**config.mk**
```make
export PLATFORM = sky130hd
export DESIGN_NAME = bp_fe_btb_updater
export DESIGN_NICKNAME = d
export VERILOG_FILES = /design/src/rtl/bp_fe_btb_updater_pkg.sv /design/src/rtl/bp_fe_btb_updater_queue.sv /design/src/rtl/bp_fe_btb_updater.sv
export SDC_FILE = /design/constraint.sdc
export NUM_CORES = 1
export LEC_CHECK = 0
export BUFFER_PORTS_ARGS = -buffer_cell sky130_fd_sc_hd__clkbuf_2
export CAP_MARGIN = 20
export CELL_PAD_IN_SITES_DETAIL_PLACEMENT = 1
export CELL_PAD_IN_SITES_GLOBAL_PLACEMENT = 1
export CORE_MARGIN = 4
export CORE_UTILIZATION = 54
export CTS_BUF_LIST = sky130_fd_sc_hd__clkbuf_4
export CTS_CLUSTER_SIZE = 40
export DETAILED_ROUTE_END_ITERATION = 7
export HOLD_SLACK_MARGIN = 0.1
export PLACE_DENSITY_LB_ADDON = 0.25
export RECOVER_POWER = 50
export SLEW_MARGIN = 20
export SYNTH_ARGS = -nofsm -noshare
export SYNTH_HDL_FRONTEND = slang
export SYNTH_SLANG_ARGS = --single-unit
```
**constraint.sdc**
```tcl
create_clock -name clk_i -period 8.65 [get_ports clk_i]
set_input_delay 0 -clock clk_i [delete_from_list [all_inputs] [get_ports clk_i]]
set_output_delay 0 -clock clk_i [all_outputs]
set_load 0.005 [all_outputs]
```
**src/rtl/bp_fe_btb_updater_pkg.sv**
```systemverilog
// Package for the BTB write-port updater.
// Holds the BTB geometry, the queued-update record and the PC hash.
// The hash must produce the same idx/tag that the BTB read side computes.
package bp_fe_btb_updater_pkg;

  localparam int vaddr_width_p   = 39;
  localparam int btb_idx_width_p = 6;
  localparam int btb_tag_width_p = 10;

  typedef struct packed {
    logic [btb_tag_width_p-1:0] tag;
    logic [btb_idx_width_p-1:0] idx;
  } bp_fe_btb_key_s;

  // One queued BTB write
  typedef struct packed {
    logic                       forced;
    logic                       clr;
    logic                       jmp;
    logic [btb_tag_width_p-1:0] tag;
    logic [btb_idx_width_p-1:0] idx;
    logic [vaddr_width_p-1:0]   tgt;
  } bp_fe_btb_update_s;

  // PC bit 1 folds into the index LSB only, so 2-byte-aligned branches that
  // share a word land in adjacent sets.
  function automatic bp_fe_btb_key_s bp_fe_btb_hash(input logic [vaddr_width_p-1:0] pc);
    bp_fe_btb_key_s key_s;
    key_s.idx = pc[2+:btb_idx_width_p] ^ {{(btb_idx_width_p-1){1'b0}}, pc[1]};
    key_s.tag = pc[2+btb_idx_width_p+:btb_tag_width_p];
    return key_s;
  endfunction

endpackage

```
**src/rtl/bp_fe_btb_updater_queue.sv**
```systemverilog
// Coalescing circular buffer of pending BTB writes.
// Ports:
//   clk_i, reset_n_i   clock, asynchronous active-low reset
//   flush_i            drop every entry (wins over enqueue and pop)
//   enq_v_i/enq_i      new update; coalesces into a matching non-head slot
//   pop_i              retire the head entry
//   head_v_o/head_o    oldest entry and its valid
//   full_o             all slots occupied
//   hit_o              enq_i key matches a valid non-head slot
module bp_fe_btb_updater_queue
  import bp_fe_btb_updater_pkg::*;
#(
  parameter int els_p = 4
) (
  input  logic              clk_i,
  input  logic              reset_n_i,
  input  logic              flush_i,
  input  logic              enq_v_i,
  input  bp_fe_btb_update_s enq_i,
  input  logic              pop_i,
  output logic              head_v_o,
  output bp_fe_btb_update_s head_o,
  output logic              full_o,
  output logic              hit_o
);

  localparam int ptr_w = (els_p > 1) ? $clog2(els_p) : 1;
  localparam int cnt_w = $clog2(els_p + 1);

  bp_fe_btb_update_s     slot_r [els_p];
  logic [els_p-1:0]      slot_v_r;
  logic [ptr_w-1:0]      head_r, tail_r;
  logic [cnt_w-1:0]      cnt_r;
  logic [els_p-1:0]      match_s;
  logic [ptr_w-1:0]      hit_idx_s;
  logic                  do_enq_s, do_coal_s, do_pop_s;
  bp_fe_btb_update_s     merged_s;

  function automatic logic [ptr_w-1:0] ptr_next(input logic [ptr_w-1:0] p);
    return (p == ptr_w'(els_p - 1)) ? {ptr_w{1'b0}} : p + ptr_w'(1);
  endfunction

  // Per-slot key match; the head is excluded since it may retire this cycle
  always_comb begin
    match_s   = '0;
    hit_idx_s = '0;
    for (int i = 0; i < els_p; i++) begin
      match_s[i] = slot_v_r[i] && (ptr_w'(i) != head_r)
                   && (slot_r[i].tag == enq_i.tag) && (slot_r[i].idx == enq_i.idx);
      hit_idx_s  = match_s[i] ? ptr_w'(i) : hit_idx_s;
    end
  end

  assign hit_o    = |match_s;
  assign full_o   = (cnt_r == cnt_w'(els_p));
  assign head_v_o = slot_v_r[head_r];
  assign head_o   = slot_r[head_r];

  // Decide the queue action and the coalesced record
  always_comb begin
    do_coal_s       = enq_v_i & hit_o;
    do_enq_s        = enq_v_i & ~hit_o & ~full_o;
    do_pop_s        = pop_i & head_v_o;
    merged_s        = enq_i;
    merged_s.forced = enq_i.forced | slot_r[hit_idx_s].forced;
  end

  // Slot storage, valid bits and pointers
  always_ff @(posedge clk_i or negedge reset_n_i) begin
    if (!reset_n_i) begin
      for (int i = 0; i < els_p; i++) slot_r[i] <= '0;
      slot_v_r <= '0;
      head_r   <= '0;
      tail_r   <= '0;
      cnt_r    <= '0;
    end else if (flush_i) begin
      slot_v_r <= '0;
      head_r   <= '0;
      tail_r   <= '0;
      cnt_r    <= '0;
    end else begin
      if (do_coal_s) slot_r[hit_idx_s] <= merged_s;
      if (do_enq_s) begin
        slot_r[tail_r]   <= enq_i;
        slot_v_r[tail_r] <= 1'b1;
        tail_r           <= ptr_next(tail_r);
      end
      if (do_pop_s) begin
        slot_v_r[head_r] <= 1'b0;
        head_r           <= ptr_next(head_r);
      end
      cnt_r <= cnt_r + cnt_w'(do_enq_s) - cnt_w'(do_pop_s);
    end
  end

endmodule

```
**src/rtl/bp_fe_btb_updater.sv**
```systemverilog
// Producer side of the BTB synchronous write port.
// Hashes branch-resolution updates into idx/tag, buffers them in a coalescing
// queue and presents the head to the BTB until w_yumi_i. A head that waits
// force_after_p cycles is escalated to w_force_o so reads cannot starve it.
// Ports:
//   clk_i, reset_n_i              clock, asynchronous active-low reset
//   init_done_i                   BTB ready to accept writes
//   flush_i                       discard all queued updates
//   upd_v_i/upd_ready_and_o       update handshake; upd_pc/tgt/jmp/clr/force payload
//   w_v_o/w_force_o/w_clr_o/...   head write presented to the BTB
//   w_yumi_i                      BTB consumed the head
module bp_fe_btb_updater
  import bp_fe_btb_updater_pkg::*;
#(
  parameter int els_p         = 4,
  parameter int force_after_p = 8
) (
  input  logic                       clk_i,
  input  logic                       reset_n_i,
  input  logic                       init_done_i,
  input  logic                       flush_i,
  input  logic                       upd_v_i,
  output logic                       upd_ready_and_o,
  input  logic [vaddr_width_p-1:0]   upd_pc_i,
  input  logic [vaddr_width_p-1:0]   upd_tgt_i,
  input  logic                       upd_jmp_i,
  input  logic                       upd_clr_i,
  input  logic                       upd_force_i,
  output logic                       w_v_o,
  output logic                       w_force_o,
  output logic                       w_clr_o,
  output logic                       w_jmp_o,
  output logic [btb_tag_width_p-1:0] w_tag_o,
  output logic [btb_idx_width_p-1:0] w_idx_o,
  output logic [vaddr_width_p-1:0]   w_tgt_o,
  input  logic                       w_yumi_i
);

  localparam int age_w = $clog2(force_after_p + 1);

  bp_fe_btb_key_s    key_s;
  bp_fe_btb_update_s enq_s, head_s;
  logic              head_v_s, full_s, hit_s, enq_v_s, pop_s, aged_s;
  logic [age_w-1:0]  age_r;

  // Build the queue record from the incoming update
  always_comb begin
    key_s        = bp_fe_btb_hash(upd_pc_i);
    enq_s        = '0;
    enq_s.forced = upd_force_i;
    enq_s.clr    = upd_clr_i;
    enq_s.jmp    = upd_jmp_i;
    enq_s.tag    = key_s.tag;
    enq_s.idx    = key_s.idx;
    enq_s.tgt    = upd_tgt_i;
  end

  // A full queue can still absorb an update that coalesces; no bypass on pop
  assign upd_ready_and_o = ~flush_i & (~full_s | hit_s);
  assign enq_v_s         = upd_v_i & upd_ready_and_o;
  assign w_v_o           = head_v_s & init_done_i & ~flush_i;
  assign pop_s           = w_v_o & w_yumi_i;
  assign aged_s          = (age_r == age_w'(force_after_p));
  assign w_force_o       = w_v_o & (head_s.forced | aged_s);
  assign w_clr_o         = head_s.clr;
  assign w_jmp_o         = head_s.jmp;
  assign w_tag_o         = head_s.tag;
  assign w_idx_o         = head_s.idx;
  assign w_tgt_o         = head_s.tgt;

  bp_fe_btb_updater_queue #(.els_p(els_p)) queue (
    .clk_i     (clk_i),
    .reset_n_i (reset_n_i),
    .flush_i   (flush_i),
    .enq_v_i   (enq_v_s),
    .enq_i     (enq_s),
    .pop_i     (pop_s),
    .head_v_o  (head_v_s),
    .head_o    (head_s),
    .full_o    (full_s),
    .hit_o     (hit_s)
  );

  // Head stall counter: counts refused cycles, saturates, restarts per head
  always_ff @(posedge clk_i or negedge reset_n_i) begin
    if (!reset_n_i) begin
      age_r <= '0;
    end else if (flush_i || pop_s) begin
      age_r <= '0;
    end else if (w_v_o && !aged_s) begin
      age_r <= age_r + age_w'(1);
    end else begin
      age_r <= age_r;
    end
  end

endmodule

```
* Word level (Yosys, flattened, before mapping)
Index checks and enable logic that the tools add are counted.
** Operators by class
- Mux-type cells :: 37
- Equality and inequality tests :: 15
- Bitwise gates (word level) :: 23
- $add $sub $neg :: 5
- Reduce and logical (&&, ||, !) cells :: 24
- $lt $le $gt $ge :: 9
** Operators by type and width (count)
- 2-to-1 mux 232 bit :: 3
- bitwise mux 232 bit :: 2
- 2-to-1 mux 58 bit :: 6
- binary-select mux 58 bit (select 2 bit) :: 2
- demux 58 bit (select 2 bit) :: 2
- equality test 10 bit :: 4
- equality test 6 bit :: 4
- 2-to-1 mux 4 bit :: 6
- logical AND 1 bit :: 17
- 2-to-1 mux 2 bit :: 8
- bitwise AND 1 bit :: 10
- >= comparator 3 bit (second input constant) :: 3
- NOT 2 -> 3 bit :: 3
- nonzero test 2 bit :: 4
- less-than comparator 2 x 3 -> 1 bit (second input constant) :: 2
- less-than comparator 3 x 1 -> 1 bit (second input constant) :: 2
- bitwise XOR 6 x 1 -> 6 bit :: 1
- adder 2 x 1 -> 2 bit (second input constant) :: 2
- adder 4 x 1 -> 4 bit (second input constant) :: 1
- bitwise AND 4 bit :: 1
- demux 1 bit (select 2 bit) :: 2
- equality test 2 bit (second input constant) :: 2
- equality test 4 bit (second input constant) :: 1
- >= comparator 2 x 1 -> 1 bit (second input constant) :: 2
- 15 further kinds :: 23
** Word-level totals
- Output and inout bits :: 60
- Word-level logic and storage cells :: 142
- Input bits :: 87
- Register bits :: 247

* Logic depth before layout (Yosys ltp)
Gate-level depths: netlist (run 1).
- Depth in word-level cells :: 17
- Depth in mapped cells :: 16
- Mapped depth without buffers :: 12

* Hierarchy
From an unflattened synthesis (run 1), not the netlist that was laid out.
** Second synthesis, totals
- Cell total of the unflattened synthesis :: 829
- Area, all modules :: 12353.1 µm²
** Modules (own cells, without submodules)
- bp_fe_btb_updater_queue :: cells an instance 793, seq. area each 6080.8 µm², area an instance 12047.8 µm², instances 1
- bp_fe_btb_updater :: cells an instance 36, seq. area each 100.1 µm², area an instance 305.3 µm², instances 1

* Worst setup path before layout (run 1)
Ideal clock, no wire load.
- Kind :: register to register
- From :: register queue.head_r[1]
- To :: register queue.cnt_r[1]
- Path slack :: 4.957 ns
- Arrival :: 3.621 ns
- Library setup time :: 0.072 ns
- Period minus slack after synthesis :: 3.693 ns
- Cell stages (with the launch flop) :: 16
- Buffers on the path :: 4
- Required time :: 8.578 ns
- Cells stage by stage :: dfrtp_1 clkbuf_1 buf_1 clkbuf_1 inv_1 ha_1 nor2b_1 nand4_1 nor4_1 a22oi_1 and4bb_4 clkbuf_1 ha_1 inv_1 fa_1 nor2_1
** On the way
- Cells in the longest elaborated chain, start to end :: 13
- Elaborated cells between the ends (all ways) :: 32
- Classes of those cells :: add/sub: 2; eq/ne: 3; mux: 3; bitwise: 10; reduce/logical: 14
** Ends and longest elaborated chain
- start, declared :: RTL line bp_fe_btb_updater_queue.sv:32 : logic [ptr_w-1:0] head_r, tail_r;
- start signal, assigned :: RTL line bp_fe_btb_updater_queue.sv:90 : head_r <= ptr_next(head_r);
- != test 1 x 2 -> 1 bit (tied with other cells) :: RTL line bp_fe_btb_updater_queue.sv:48 : match_s[i] = slot_v_r[i] && (ptr_w'(i) != head_r)
- logical AND 1 bit :: RTL line bp_fe_btb_updater_queue.sv:48
- logical AND 1 bit (2 in series) :: RTL line bp_fe_btb_updater_queue.sv:49 : && (slot_r[i].tag == enq_i.tag) && (slot_r[i].idx == enq_i.idx);
- OR reduction 4 bit :: RTL line bp_fe_btb_updater_queue.sv:54 : assign hit_o = |match_s;
- OR 1 bit :: RTL line bp_fe_btb_updater.sv:59 : assign upd_ready_and_o = ~flush_i & (~full_s | hit_s);
- bitwise AND 1 bit :: RTL line bp_fe_btb_updater.sv:59
- bitwise AND 1 bit :: RTL line bp_fe_btb_updater.sv:60 : assign enq_v_s = upd_v_i & upd_ready_and_o;
- bitwise AND 1 bit (2 in series) :: RTL line bp_fe_btb_updater_queue.sv:62 : do_enq_s = enq_v_i & ~hit_o & ~full_o;
- adder 3 x 1 -> 3 bit :: RTL line bp_fe_btb_updater_queue.sv:92 : cnt_r <= cnt_r + cnt_w'(do_enq_s) - cnt_w'(do_pop_s);
- subtractor 3 x 1 -> 3 bit (*) :: RTL line bp_fe_btb_updater_queue.sv:92
- 2-to-1 mux 3 bit (*) :: RTL line bp_fe_btb_updater_queue.sv:76 : end else if (flush_i) begin
- end signal, assigned :: RTL line bp_fe_btb_updater_queue.sv:92
- end, declared :: RTL line bp_fe_btb_updater_queue.sv:33 : logic [cnt_w-1:0] cnt_r;
Mark *: on every way between the ends. The rest lies on a longest branch, timed or not. The select of a mux whose other input is x is not followed.
A chain may end at the register's enable or synchronous reset.

* Final worst setup path (run 1)
- From :: register queue.head_r[0]
- To :: register age_r[1]
** On the way
- Cells in the longest elaborated chain, start to end :: 7
- Elaborated cells between the ends (all ways) :: 9
- Classes of those cells :: mux: 3; bitwise: 3; reduce/logical: 3
** Ends and longest elaborated chain
- binary-select mux 1 bit (select 2 bit) (*) :: RTL line bp_fe_btb_updater_queue.sv:56 : assign head_v_o = slot_v_r[head_r];
- 2-to-1 mux 1 bit (implied by the code) (*) :: RTL line bp_fe_btb_updater_queue.sv:56
- bitwise AND 1 bit (*) (2 in series) :: RTL line bp_fe_btb_updater.sv:61 : assign w_v_o = head_v_s & init_done_i & ~flush_i;
- bitwise AND 1 bit :: RTL line bp_fe_btb_updater.sv:62 : assign pop_s = w_v_o & w_yumi_i;
- logical OR 1 bit :: RTL line bp_fe_btb_updater.sv:88 : end else if (flush_i || pop_s) begin
- 2-to-1 mux 4 bit / nonzero test 2 bit (equally long branches)
- end signal, assigned :: RTL line bp_fe_btb_updater.sv:91 : age_r <= age_r + age_w'(1);
- end signal, assigned :: RTL line bp_fe_btb_updater.sv:93 : age_r <= age_r;
- end, declared :: RTL line bp_fe_btb_updater.sv:44 : logic [age_w-1:0] age_r;
Marked as above.

==> results of run 1 <==
## power by group through the flow
stage	clock (mW)	combinational, mW	sequential [mW]
floorplan	0	0.591	1.63
global placement	0	0.794	1.66
detailed placement	0	0.840	1.72
CTS	1.16	0.880	1.70
global route	1.24	0.945	1.75
finish	1.14	0.870	1.71
## how the worst max path moves through the flow
stage / end / cells after the start
floorplan: queue.cnt_r[1] / 15
global placement: queue.slot_r[72] / 10
detailed placement: queue.slot_r[58] / 10
CTS: age_r[1] / 11
global route: queue.slot_r[151] / 4
finish: age_r[1] / 11
## logic make-up after synthesis
kind of cell,Yosys count,synth area share (%)
fa+ha+maj,13,1.43
compound gates,33,2.03
flops,247,51.8
simple gates,66,3.21
xor+xnor,68,5.05
buf+inv,72,3.02
mux,290,33.5
## cell usage in the layout, fill, tap and decap left out, drive strengths merged, types with 14 or more instances in the layout
cell / synthesis / final
a21oi: 14 / 14
clkbuf: 18 / 231
dfrtp: 247 / 247
dlygate4sd3: 0 / 80
inv: 14 / 16
mux2: 228 / 228
mux4: 59 / 59
nor2: 19 / 19
xnor2: 45 / 45
xor2: 23 / 23
## per-layer routing
layer | wire [µm] | up-vias
met5 | 0 | -
met4 | 825 | 0
met1 | 12600 | 4061
met2 | 16500 | 197
met3 | 1490 | 61
li1 | - | 3363
## critical path: cells and delay by family, from the launching register on
| kind | cells | cell delay (ns) |
|---|---|---|
| buffers and inverters | 4 | 3.44 |
| DFF | 1 | 0.98 |
| muxes | 1 | 0.73 |
| and+or+nand+nor | 4 | 0.46 |
| AOI/OAI and AO/OA | 2 | 0.29 |
## area by class of cell
class	instances	share of cell area (%)
Sequential cell	247	43.0
Multi-Input combinational cell	470	37.6
Timing Repair Buffer	215	10.2
Clock buffer	103	5.38
Tap cell	280	2.44
Clock inverter	13	0.949
Inverter	14	0.366
Antenna cell	2	0.0348
## sequential cells by signal, summed over array words and instances (netlist names)
register / cells
queue.head_r: 2
queue.slot_r: 232
queue.slot_v_r: 4
queue.cnt_r: 3
age_r: 4
queue.tail_r: 2
## stage by stage
stage / setup WS (ns) / std cells
final: 2.65 / 1344
after global routing: 2.04 / 1344
after CTS: 3.97 / 1341
after detailed placement: 4.24 / 1144
after global placement: 4.30 / 1144
after floorplan: 4.96 / 789
## timing repair
action / 4_1_cts / 5_1_grt
hold buffers: 81 / 0
hold endpoints to repair: 343 / 0
buffers inserted: 0 / 0
==> results.cfg, run 1 <==
[outcome]
status = complete, but fails checks
violations = max-capacitance violations, max-slew violations

[setup_path]
crit_path_end_kind = flop
reg2reg_depth = 11
cpMaxStageDelayCell = clkbuf_1
slowest_delay_ns = 1.74
worstSetupStartpoint = queue.head_r[0]
worstPathArrival_ns = 6.56
regToRegEndpoint = age_r[1]
cp.required_ns = 9.20
crit_type = reg -> reg
crit_path_cell_trace = clkbuf_1, mux4_2, nand2_1, nor3b_1, a21oi_1, nor2_1, dlygate4sd3_1, a21oi_1, dlygate4sd3_1, nor2_1, dlygate4sd3_1
crit_top_cell = dlygate4sd3_1
r2r_slack_ns = 2.65
cp_max_fo = 26
worstReg2RegStart = queue.head_r[0]
critPathLaunchType = flop

[drt]
wl_per_cell_um = 23.4
drt_iter0_drc = 381
wl_mm = 31.5
vias = 7682
postRouteAntennaNets = 0
dr.pass1.iters = 4
via_per_inst = 5.72
drc = 0

[power]
swShare_pct = 29.1
p_per_area_mw_per_mm2 = 259
ir_drop_v = 0.000160
p_comb_share_pct = 23.4
switchingPower_mw = 1.08
clock_power_share_pct = 30.6
p_leak_nw = 6.36
seq_power_share_pct = 46.0
intPower_mw = 2.63
total_power_mw = 3.72

[global_routing]
use_met1_pct = 32.3
grt_pass1_vias = 8978
grt_util_met3_pct = 6.28
antenna_found_initial = 1
grtUsageMet2_pct = 46.9
grt-ovfl-total = 0
grt.total_usage_pct = 26.6
grt_busiest_layer = met2
grt_max_degree = 97
grt_pass1_wl_mm = 50.6

[synthesis]
yosysMostFrequentCell = dfrtp_1
yosys.area.top_type = dfrtp_1
synthTopCellsByArea = dfrtp_1 52%, mux2_2 20%, mux4_2 11%
yosys.area.top_type_share_pct = 51.8
synth_fp_nets = 889
synth_cells = 789
ys_async_sr_fraction_pct = 100
synth-seq-cells = 247
ys.flop_type = dfrtp_1
synth_cell_types = 47
synth_edf_count = 0
netlist_area_mm2 = 0.0119
synthTopCellsByCount = 247 x dfrtp_1, 209 x mux2_2, 59 x mux4_2
syn_area_per_cell_um2 = 15.1
ys.warnings.count = 0
ys_seq_area_share_pct = 51.8

[sta]
tightest_slew_ns = 5.16
clock.fmax_mhz = 167
hold_ws_ns = 0.157
hold_viol = 0
fin_skew_ns = 0.0407
slew_headroom_pct = -244
tns_ns = 0
setup_viol = 0
slew_violations = 276
rsz0062_at_grt = false
period_needed_ns = 6.00
period_share_pct = 69.4

[finish]
area_growth_pct = 20.4
seq_area_mm2 = 0.00618
utilization_pct = 66.1
fill_cells = 2057
nNetsFinal = 1116
multi_input_comb_area_mm2 = 0.00541
drive_above_1_share_pct = 48.5
fin_area_mm2 = 0.0144

[clock_tree]
cts_buffer_depth = 3
clkSinkCount = 247
cts_tree = done
cts-buffers-inserted = 68
clkTransAtPathRegs_ns = 0.07
cts_resized = 0
cts-root-buf = clkbuf_4
cts.htree.levels = 3
clk_latency_ns = 0.69

[place]
placed_cell_area_mm2 = 0.0127
portBuffers = 124
dp_hpwl_mm = 18.1
gp_congestion = 0.795

[die]
dieArea_mm2 = 0.0246
core_area_mm2 = 0.0218
start_util_pct = 54.9
top_level_ports = 147
rows = 54
die_y_um = 157
die_w_um = 157

[min_path]
hp-class = in -> reg
hp-start = upd_tgt_i[15]
min_to = queue.slot_r[73]
hold-path-cell-count = 3

[flow_run]
cap_violations = 4
(Power assumes the default switching activity.)
==> run 2: changes to the inputs <==
- CORE_UTILIZATION: 54 -> 50
- clock period: 8.65 -> 6 ns (I/O delays scaled with it)
==> results.cfg, run 2 (synthesis gave the netlist of run 1 again) <==
[outcome]
status = complete, but fails checks
violations = max-capacitance violations, max-slew violations

[setup_path]
critPathLaunchType = flop
cpLargestDelayFamily = compound AO/OA/AOI/OAI gates
cp_max_fo = 29
slowest_delay_ns = 1.00
path_buf_inv = 1
crit_type = reg -> reg
r2r_slack_ns = 1.69
worstPathArrival_ns = 4.81
crit_path_cell_trace = ha_1, nor2b_1, nand4_1, nor4_1, a21oi_1, and4bb_4, a22o_2, buf_4, mux2_2
cp.required_ns = 6.49
crit_path_end_kind = flop
cpMaxStageDelayCell = dfrtp_1

[global_routing]
grt_max_degree = 114
grt-ovfl-total = 0
antenna_found_initial = 1
grt_pass1_wl_mm = 49.0
grt.total_usage_pct = 23.5
grt_pass1_vias = 8911

[clock_tree]
cts_tree = done
cts-root-buf = clkbuf_4
cts_buffer_depth = 3
cts-buffers-inserted = 69
clkSinkCount = 247
clk_latency_ns = 0.64
cts_resized = 0
cts.htree.levels = 3
clkTransAtPathRegs_ns = 0.08

[die]
top_level_ports = 147
die_w_um = 163
rows = 56
dieArea_mm2 = 0.0264
start_util_pct = 50.9
core_area_mm2 = 0.0235
die_y_um = 163

[sta]
tns_ns = 0
slew_violations = 208
fin_skew_ns = 0.0339
rsz0062_at_grt = false
hold_viol = 0
clock.fmax_mhz = 232
period_needed_ns = 4.31
period_share_pct = 71.9
hold_ws_ns = 0.163
setup_viol = 0
tightest_slew_ns = 2.81
slew_headroom_pct = -87.1

[finish]
drive_above_1_share_pct = 49.7
instances_no_fill = 1368
area_growth_pct = 19.4
reg.largest.list = queue.slot_r: 232 flops, age_r: 4 flops, queue.slot_v_r: 4 flops
largest_register_ffs = 232
final_cell_mix = 246 x dfrtp_1, 209 x mux2_2, 107 x clkbuf_2
nNetsFinal = 1106
max_flop_register = queue.slot_r
final_common_cell = dfrtp_1

[power]
total_power_mw = 5.20
p_leak_nw = 6.31
ir_drop_v = 0.000207
p_per_area_mw_per_mm2 = 365

[drt]
drt_iter0_drc = 339
wl_mm = 30.2
postRouteAntennaNets = 0
drc = 0
dr.pass1.iters = 4
vias = 7561
via_per_inst = 5.53
wl_per_cell_um = 22.1

[place]
gp_congestion = 0.778
dp_cells = 1184
dp_hpwl_mm = 18.3
portBuffers = 124

[flow_run]
cap_violations = 3

[min_path]
hp-class = in -> reg
-- run 2: metrics by stage --
| step | worst slack [ns] | instance area, µm² | util, % |
|---|---|---|---|
| 2_1_floorplan | 2.31 | 11900 | - |
| 3_3_place_gp | 2.13 | 12800 | 54.4 |
| 6_report | 1.69 | 14300 | 60.7 |
| 5_1_grt | 1.41 | 14300 | 60.7 |
| 4_1_cts | 1.98 | 14300 | 61.0 |
| 3_5_place_dp | 2.01 | 12800 | 54.4 |
-- run 2: per-layer routing --
metal,routed length (µm),global-route usage [%]
met4,484,6.38
met3,1590,5.57
met1,12300,29.0
met5,0,0
met2,15800,41.7
-- run 2: layout make-up --
cell class,count,area [µm²]
repair buffers,204,1380
fillers,2259,9220
inverters,14,52.6
diodes,2,5.00
well taps,319,399
clock buffers,103,773
multi-input cells,470,5410
clock inverters,9,60.1
flip-flops and latches,247,6180
-- run 2: path summary, 6_finish.rpt --
| check | start | end | cells past startpoint |
|---|---|---|---|
| setup / recovery | queue.head_r[0] | queue.slot_r[96] | 9 |
| hold / removal | upd_v_i | queue.slot_r[173] | 6 |
| setup reg to reg | queue.head_r[0] | queue.slot_r[96] | 9 |
| hold reg to reg | queue.slot_r[90] | queue.slot_r[90] | 1 |
| max in group asynchronous | reset_n_i | queue.head_r[1] | 4 |
| min in group asynchronous | reset_n_i | queue.slot_r[145] | 3 |
-- run 2: tightest hold or removal path, cell delays in order --
cell and delay, ns:
clkbuf_2 0.09, nand2b_1 0.12, a21oi_1 0.11, nand2b_1 0.15
or4_1 0.14, o211a_1 0.14
-- run 2: timing repair --
action	4_1_cts	5_1_grt
buffers inserted	0	0
setup endpoints to repair	0	0
hold buffers	70	0
hold endpoints to repair	364	0
-- run 2: where the power goes --
group | switching, mW | total, mW | leakage, nW | internal [mW]
clock | 0.687 | 1.51 | 0.511 | 0.818
sequential | 0.317 | 2.45 | 3.16 | 2.14
combinational | 0.491 | 1.24 | 2.64 | 0.750
==> run 3: changes to the inputs <==
- clock period: 6 -> 4.4 ns (I/O delays scaled with it)
==> results.cfg, run 3 (synthesis gave the netlist of run 1 again) <==
[outcome]
status = complete, but fails checks
violations = max-capacitance violations, max-slew violations

[finish]
area_growth_pct = 19.6
final_cell_mix = 246 x dfrtp_1, 209 x mux2_2, 110 x clkbuf_2
largest_register_ffs = 232
instances_no_fill = 1364
final_common_cell = dfrtp_1
nNetsFinal = 1106
reg.largest.list = queue.slot_r: 232 flops, age_r: 4 flops, queue.slot_v_r: 4 flops
drive_above_1_share_pct = 49.8
max_flop_register = queue.slot_r

[drt]
via_per_inst = 5.54
wl_per_cell_um = 22.0
drc = 0
dr.pass1.iters = 4
wl_mm = 30.0
postRouteAntennaNets = 0
vias = 7562
drt_iter0_drc = 403

[die]
top_level_ports = 147
dieArea_mm2 = 0.0264
core_area_mm2 = 0.0235
start_util_pct = 50.9
die_w_um = 163
die_y_um = 163
rows = 56

[global_routing]
antenna_found_initial = 1
grt_pass1_vias = 8844
grt.total_usage_pct = 23.5
grt_max_degree = 120
grt-ovfl-total = 0
grt_pass1_wl_mm = 48.7

[setup_path]
crit_end = queue.slot_r[43]
critPathLaunchType = flop
cp.required_ns = 4.92
r2r_slack_ns = 0.68
regToRegEndpoint = queue.slot_r[43]
cp_max_fo = 38
crit_type = reg -> reg
worstReg2RegStart = queue.head_r[0]
reg2reg_depth = 9
worstPathArrival_ns = 4.24
crit_path_end_kind = flop
worstSetupStartpoint = queue.head_r[0]

[sta]
rsz0062_at_grt = false
period_share_pct = 84.6
tns_ns = 0
hold_viol = 0
worst_slack_ns = 0.679
clock.fmax_mhz = 269
slew_violations = 115
slew_headroom_pct = -108
period_needed_ns = 3.72
fin_skew_ns = 0.0459
setup_viol = 0
tightest_slew_ns = 3.12

[place]
dp_hpwl_mm = 18.5
post-place-ws_ns = 0.861
dp_cells = 1187
gp_congestion = 0.770
portBuffers = 124

[clock_tree]
clkTransAtPathRegs_ns = 0.06
cts.htree.levels = 3
clkSinkCount = 247
cts_tree = done
cts_buffer_depth = 3
cts_setup_buffers = 0
cts-root-buf = clkbuf_4
clk_latency_ns = 0.68
cts-buffers-inserted = 68

[power]
swShare_pct = 28.9
clock_power_share_pct = 28.5
p_per_area_mw_per_mm2 = 493
p_leak_nw = 6.32
intPower_mw = 5.01
seq_power_share_pct = 47.4
ir_drop_v = 0.000307
switchingPower_mw = 2.03
p_comb_share_pct = 24.2

[flow_run]
cap_violations = 3

[min_path]
hp-class = in -> reg
run 3: routing by layer:
layer	wire [µm]	up-vias	track usage, %
met1	12300	4016	29.9
met5	0	-	0
met4	411	0	5.23
met2	15700	164	41.0
li1	-	3340	-
met3	1560	42	5.97
run 3: worst min-delay path by stage:
stage                  startpoint                end  slack [ns]  cells after the start
floorplan               reset_n_i           age_r[0]       -0.30                      0
global placement        reset_n_i  queue.slot_r[167]        0.15                      1
detailed placement      reset_n_i  queue.slot_r[225]        0.18                      1
CTS                  upd_tgt_i[2]  queue.slot_r[118]        0.10                      3
global route         upd_tgt_i[2]    queue.slot_r[2]        0.12                      3
finish              upd_tgt_i[37]   queue.slot_r[37]        0.16                      3
run 3: timing repair:
item | CTS | global route
hold buffers | 68 | 0
resized for setup | 0 | 0
setup endpoints to repair | 0 | 0
hold endpoints to repair | 375 | 0
run 3: cell type report:
cell class	count	area, µm²
Fill cell	2245	9200
Clock buffer	97	728
Antenna cell	1	2.50
Timing Repair Buffer	205	1440
Inverter	14	52.6
Sequential cell	247	6180
Clock inverter	11	71.3
Tap cell	319	399
Multi-Input combinational cell	470	5410
run 3: worst max-delay path, stage by stage, from the launching register on:
cell	delay [ns]
dfrtp_1	0.60
ha_1	0.36
nor2b_1	0.20
nand4_1	0.13
nor4_1	0.63
a21oi_1	0.26
and4bb_4	0.33
a2bb2o_4	0.50
buf_12	0.28
mux2_2	0.28
run 3: power by group through the flow:
stage / Combinational, mW / Sequential, mW / Clock, mW
after floorplan: 1.16 / 3.21 / 0
after global placement: 1.58 / 3.28 / 0
after detailed placement: 1.66 / 3.37 / 0
after CTS: 1.74 / 3.33 / 2.06
after global routing: 1.85 / 3.42 / 2.22
final: 1.70 / 3.34 / 2.00
run 3: per-stage QoR:
| stage | hold slack, ns | utilization, % | instance area, µm² | total power, mW |
|---|---|---|---|---|
| 2_1_floorplan | -0.296 | - | 11900 | 4.37 |
| 3_3_place_gp | 0.150 | 54.6 | 12800 | 4.85 |
| 3_5_place_dp | 0.180 | 54.6 | 12800 | 5.03 |
| 4_1_cts | 0.102 | 60.9 | 14300 | 7.13 |
| 5_1_grt | 0.122 | 60.8 | 14300 | 7.49 |
| 6_report | 0.160 | 60.8 | 14300 | 7.04 |
